[config.mk]
export PLATFORM = sky130hd
export DESIGN_NAME = k12a_inst_queue
export DESIGN_NICKNAME = d
export VERILOG_FILES = /design/src/rtl/k12a_inst_queue.sv
export SDC_FILE = /design/constraint.sdc
export NUM_CORES = 1
export LEC_CHECK = 0
export ABC_AREA = 1
export BUFFER_PORTS_ARGS = -buffer_cell sky130_fd_sc_hd__buf_2
export CORE_MARGIN = 5
export CORE_UTILIZATION = 59
export DETAILED_ROUTE_END_ITERATION = 8
export GPL_TIMING_DRIVEN = 0
export PLACE_DENSITY = 0.84
export SLEW_MARGIN = 20
export SYNTH_ARGS = -nofsm -noshare
export SYNTH_HDL_FRONTEND = slang
export SYNTH_SLANG_ARGS = --single-unit
[constraint.sdc]
create_clock -name clock -period 2.1 [get_ports clock]
set_input_delay 0.42 -clock clock [delete_from_list [all_inputs] [get_ports clock]]
set_output_delay 0.42 -clock clock [all_outputs]
set_load 0.01 [all_outputs]
[src/rtl/k12a_inst_queue.sv]
// -----------------------------------------------------------------------------
// k12a_inst_queue
//   Instruction register and prefetch queue for the K12A fetch path. Beats from
//   the narrow fetch bus are assembled MSB-first into whole instructions, which
//   are buffered in a DEPTH-entry circular FIFO and released to the decoder on
//   a valid/ready handshake. flush discards queued and partially assembled
//   instructions.
//
// Ports
//   clock       in   single clock, all state on the rising edge
//   reset       in   asynchronous, active-high reset
//   flush       in   synchronous discard of queue and assembler
//   byte_valid  in   byte_data holds a fetched beat
//   byte_ready  out  a beat is accepted this cycle
//   byte_data   in   fetched beat
//   inst_valid  out  inst holds the oldest complete instruction
//   inst_ready  in   decoder consumes inst this cycle
//   inst        out  oldest instruction, first-fetched beat in the MSBs
//   count       out  complete instructions held
//   beat_idx    out  beats held in the assembler
// -----------------------------------------------------------------------------
module k12a_inst_queue #(
  parameter int DATA_WIDTH     = 8,
  parameter int BYTES_PER_INST = 2,
  parameter int DEPTH          = 2,
  localparam int INST_W        = DATA_WIDTH * BYTES_PER_INST,
  localparam int CNT_W         = $clog2(DEPTH + 1),
  localparam int IDX_W         = $clog2(BYTES_PER_INST + 1)
) (
  input  logic                  clock,
  input  logic                  reset,
  input  logic                  flush,
  input  logic                  byte_valid,
  output logic                  byte_ready,
  input  logic [DATA_WIDTH-1:0] byte_data,
  output logic                  inst_valid,
  input  logic                  inst_ready,
  output logic [INST_W-1:0]     inst,
  output logic [CNT_W-1:0]      count,
  output logic [IDX_W-1:0]      beat_idx
);

  localparam int PTR_W = (DEPTH > 1) ? $clog2(DEPTH) : 1;
  // At least one assembler slot is declared so the array is never zero-width.
  localparam int ASM_N = (BYTES_PER_INST > 1) ? BYTES_PER_INST - 1 : 1;

  localparam logic [IDX_W-1:0] LAST_IDX = IDX_W'(BYTES_PER_INST - 1);
  localparam logic [CNT_W-1:0] FULL_CNT = CNT_W'(DEPTH);
  localparam logic [PTR_W-1:0] LAST_PTR = PTR_W'(DEPTH - 1);

  // Slot 0 sits in the MSBs, so {asm_q, byte_data} is the finished instruction.
  logic [0:ASM_N-1][DATA_WIDTH-1:0] asm_q, asm_d;
  logic [IDX_W-1:0]                 beat_idx_q, beat_idx_d;
  logic [INST_W-1:0]                mem_q [DEPTH];
  logic [INST_W-1:0]                mem_d [DEPTH];
  logic [PTR_W-1:0]                 rd_ptr_q, rd_ptr_d;
  logic [PTR_W-1:0]                 wr_ptr_q, wr_ptr_d;
  logic [CNT_W-1:0]                 count_q, count_d;

  logic              last_beat;
  logic              full;
  logic              accept;
  logic              push;
  logic              pop;
  logic [INST_W-1:0] push_data;

  // Pointers wrap at DEPTH-1, so DEPTH need not be a power of two.
  function automatic logic [PTR_W-1:0] ptr_inc(input logic [PTR_W-1:0] p);
    return (p == LAST_PTR) ? '0 : p + PTR_W'(1);
  endfunction

  generate
    if (BYTES_PER_INST > 1) begin : g_multi_beat
      assign push_data = {asm_q, byte_data};
    end else begin : g_single_beat
      assign push_data = byte_data;
    end
  endgenerate

  // Handshake and status. byte_ready depends only on state, which keeps every
  // port-to-port path registered.
  always_comb begin
    last_beat  = (beat_idx_q == LAST_IDX);
    full       = (count_q == FULL_CNT);
    byte_ready = ~(last_beat & full);
    inst_valid = (count_q != '0);
    accept     = byte_valid & byte_ready;
    pop        = inst_valid & inst_ready;
    push       = accept & last_beat;
    inst       = inst_valid ? mem_q[rd_ptr_q] : '0;
    count      = count_q;
    beat_idx   = beat_idx_q;
  end

  always_comb begin
    // NOTE: every variable gets a default before any branch so no path leaves
    // it unassigned; an unassigned path would infer a latch.
    asm_d      = asm_q;
    beat_idx_d = beat_idx_q;
    mem_d      = mem_q;
    rd_ptr_d   = rd_ptr_q;
    wr_ptr_d   = wr_ptr_q;
    count_d    = count_q;

    if (flush) begin
      // Flush wins over any accept or pop in the same cycle.
      beat_idx_d = '0;
      rd_ptr_d   = '0;
      wr_ptr_d   = '0;
      count_d    = '0;
    end else begin
      if (accept) begin
        if (last_beat) begin
          beat_idx_d = '0;
        end else begin
          for (int i = 0; i < ASM_N; i++) begin
            if (beat_idx_q == IDX_W'(i)) asm_d[i] = byte_data;
          end
          beat_idx_d = beat_idx_q + IDX_W'(1);
        end
      end

      if (push) begin
        mem_d[wr_ptr_q] = push_data;
        wr_ptr_d        = ptr_inc(wr_ptr_q);
      end

      if (pop) rd_ptr_d = ptr_inc(rd_ptr_q);

      // A simultaneous push and pop leaves the occupancy unchanged.
      case ({push, pop})
        2'b10:   count_d = count_q + CNT_W'(1);
        2'b01:   count_d = count_q - CNT_W'(1);
        default: count_d = count_q;
      endcase
    end
  end

  always_ff @(posedge clock or posedge reset) begin
    if (reset) begin
      asm_q      <= '0;
      beat_idx_q <= '0;
      rd_ptr_q   <= '0;
      wr_ptr_q   <= '0;
      count_q    <= '0;
      // NOTE: the FIFO storage is cleared on reset because its contents are
      // defined as zero afterwards; this keeps the array in flops, not RAM.
      for (int i = 0; i < DEPTH; i++) mem_q[i] <= '0;
    end else begin
      // NOTE: non-blocking assignments so every flop samples pre-edge values.
      asm_q      <= asm_d;
      beat_idx_q <= beat_idx_d;
      rd_ptr_q   <= rd_ptr_d;
      wr_ptr_q   <= wr_ptr_d;
      count_q    <= count_d;
      for (int i = 0; i < DEPTH; i++) mem_q[i] <= mem_d[i];
    end
  end

endmodule
==> metrics.yaml <==
setup_path:
  path_cells: "buf_2 > clkbuf_2 > nand2_1 > a21oi_1 > buf_2"
  cp_top_family: "buffers and inverters"
  worstPathRequired_ns: 1.68
  worstPathArrival_ns: 1.57
  worst-setup-path-type: "reg2out"
  start_kind: "flop"
  worstPathMaxFanout: 10
  critPathBufInv: 3
  path_common_cell: "buf_2"
  max_stage_delay_ns: 0.34
  crit_slowest_cell: "dfrtp_1"
  worst_setup_path_end_kind: "output port"
logic_synthesis:
  ys_ff_latch: 46
  synthCells: 244
  syn_avg_cell_area_um2: 8.51
  seq_area_frac_synth: 0.554
  syn_nets: 257
  yosys_warnings: 0
  synth_cell_types: 20
  netlist_area_um2: 2080
die:
  dieArea_um2: 4810
  ios: 35
  dieHeight_um: 69.3
  rows: 21
  start_util: 0.618
  coreArea_um2: 3360
  die-width_um: 69.3
timing:
  tightestPinTransition_ns: 0.466
  skew_ns: 0.0111
  hold_viol: 0
  final-setup-viol-count: 0
  finalCritPeriodShare: 0.946
  min_period_ns: 1.99
  maxClockFrequency_mhz: 503
  slew_viol_final: 0
  rsz0062_at_grt: "false"
  final.setup.tns_ns: 0
  slew_headroom: 0.686
cts:
  cts_tree: "done"
  clock_sinks: 46
  cts-root-buf: "clkbuf_4"
  htreeDepth: 2
  tritoncts.num_buffers: 5
  clockBufferDepth: 2
  clkLatencyLatePin_ns: 0.36
  cts.clk_slew.worst_paths_ns: 0.14
detailed_routing:
  num_vias: 1761
  final_antenna_net_count: 0
  viasPerCell: 5.26
  dr_wl_met3_um: 221
  dr.pass1.iters: 4
  drcViolationCount: 0
  highest_layer: "met4"
  post_drt_wl_per_cell_um: 13.6
  wl_um: 4560
  drt_iter0_drc: 129
  wl_met1_um: 2100
  wl_met2_um: 2190
global_routing:
  grt_pass1_vias: 1641
  grt_overflow: 0
  track_usage: 0.199
  antenna_found_initial: 0
  grt_pass1_wl_um: 7750
  grt_max_degree: 27
placement:
  place.port_buffers: 34
  gp_congestion: 0.760
  post-dp-hpwl_um: 3170
  dp.cells: 325
cells_and_area:
  final_cells: 335
  layout-drive-gt1-share: 0.256
  synthToLayoutAreaGrowth_pct: 17.2
  fill_cells: 285
  antenna_cells: 0
  final_nets: 301
worst_hold_path:
  min_path_type: "in2async"
run_status:
  status: "finished, final reports clean"
power_and_ir_drop:
  p_leak_uw: 0.00126
  ir_worst_vdd_mv: 0.720
  power_density_nw_per_um2: 1050
run:
  drv_cap: 0
## sequential cells by signal (all words and copies together), names as in the netlist
signal,flops
beat_idx,2
rd_ptr_q,1
count,2
wr_ptr_q,1
mem_q,32
asm_q,8
## routing by layer
layer	vias to the layer above	GRT usage
li1	871	-
met1	840	0.281
met2	43	0.308
met3	7	0.0435
met4	0	0.0607
met5	-	0
## kinds of logic (layout without fill, tap and decap cells)
| logic type | count (synthesis) | in the layout | synth area share |
|---|---|---|---|
| compound gates | 59 | 59 | 0.157 |
| buf+inv | 37 | 82 | 0.0819 |
| flops | 46 | 46 | 0.554 |
| simple gates | 102 | 102 | 0.207 |
## layout make-up
class                           count  area, µm²  area share
Sequential cell                    46       1150       0.473
Clock inverter                      3       40.0      0.0165
Inverter                           26       98.8      0.0406
Buffer                             10       72.6      0.0298
Tap cell                           46       57.6      0.0237
Multi-Input combinational cell    161        763       0.314
Timing Repair Buffer               38        213      0.0874
Clock buffer                        5       37.5      0.0154
## path summary, 6_finish.rpt
check	slack [ns]	startpoint	endpoint	cells after the start
max	0.11	rd_ptr_q	inst[3]	5
min	0.05	reset	mem_q[12]	2
max reg2reg	0.56	count[1]	count[0]	6
min reg2reg	0.50	mem_q[30]	mem_q[30]	2
max in group asynchronous	1.56	reset	mem_q[4]	3
min in group clock	0.33	byte_data[1]	mem_q[17]	3
## cell usage in the layout, fill, tap and decap left out, drive strengths merged
master	netlist	layout
nand2	83	83
dfrtp	46	46
buf	10	46
o21ai	42	42
inv	24	24
a21oi	17	17
nand3	8	8
clkbuf	1	7
nor2	7	7
nand4	4	4
clkinv	2	4
bufinv	0	1
## power breakdown
group	leakage [µW]	internal (µW)	switching [µW]
Combinational	0.000612	326	471
Clock	0.0000450	247	279
Sequential	0.000601	1100	138
Total	0.00126	1670	888
## cells in the mapped netlist
cell,instances,area (µm²)
buf_2,4,20.0
nand2_2,3,18.8
o21ai_2,8,70.1
nor2_1,5,18.8
buf_6,2,22.5
dfrtp_1,46,1150
nand3_1,7,35.0
nand3_2,1,10.0
buf_1,1,3.75
buf_4,3,22.5
o21ai_1,24,120
nand2_1,80,300
a21oi_1,17,85.1
inv_1,23,86.3
nor2_4,2,22.5
clkbuf_1,1,3.75
clkinv_1,2,7.51
o21ai_0,10,50.1
inv_2,1,3.75
nand4_1,4,25.0
## per-stage QoR
stage	instance area [µm²]	setup slack, ns	hold WS [ns]	util	total power [µW]
3_3_place_gp	2300	0.0208	0.465	0.685	1960
5_1_grt	2430	0.00219	0.0885	0.724	2740
4_1_cts	2420	0.0638	0.0722	0.718	2530
3_5_place_dp	2320	0.132	0.459	0.691	2000
2_1_floorplan	2080	0.514	0.453	-	1740
6_report	2430	0.113	0.0512	0.724	2560
## timing repair
item | 4_1_cts | 5_1_grt
setup endpoints to repair | 10 | 10
resized for setup | 6 | 1
pin swaps | 0 | 1
hold buffers | 0 | 0
buffers inserted | 0 | 3
Power figures use the tool's default switching activity.
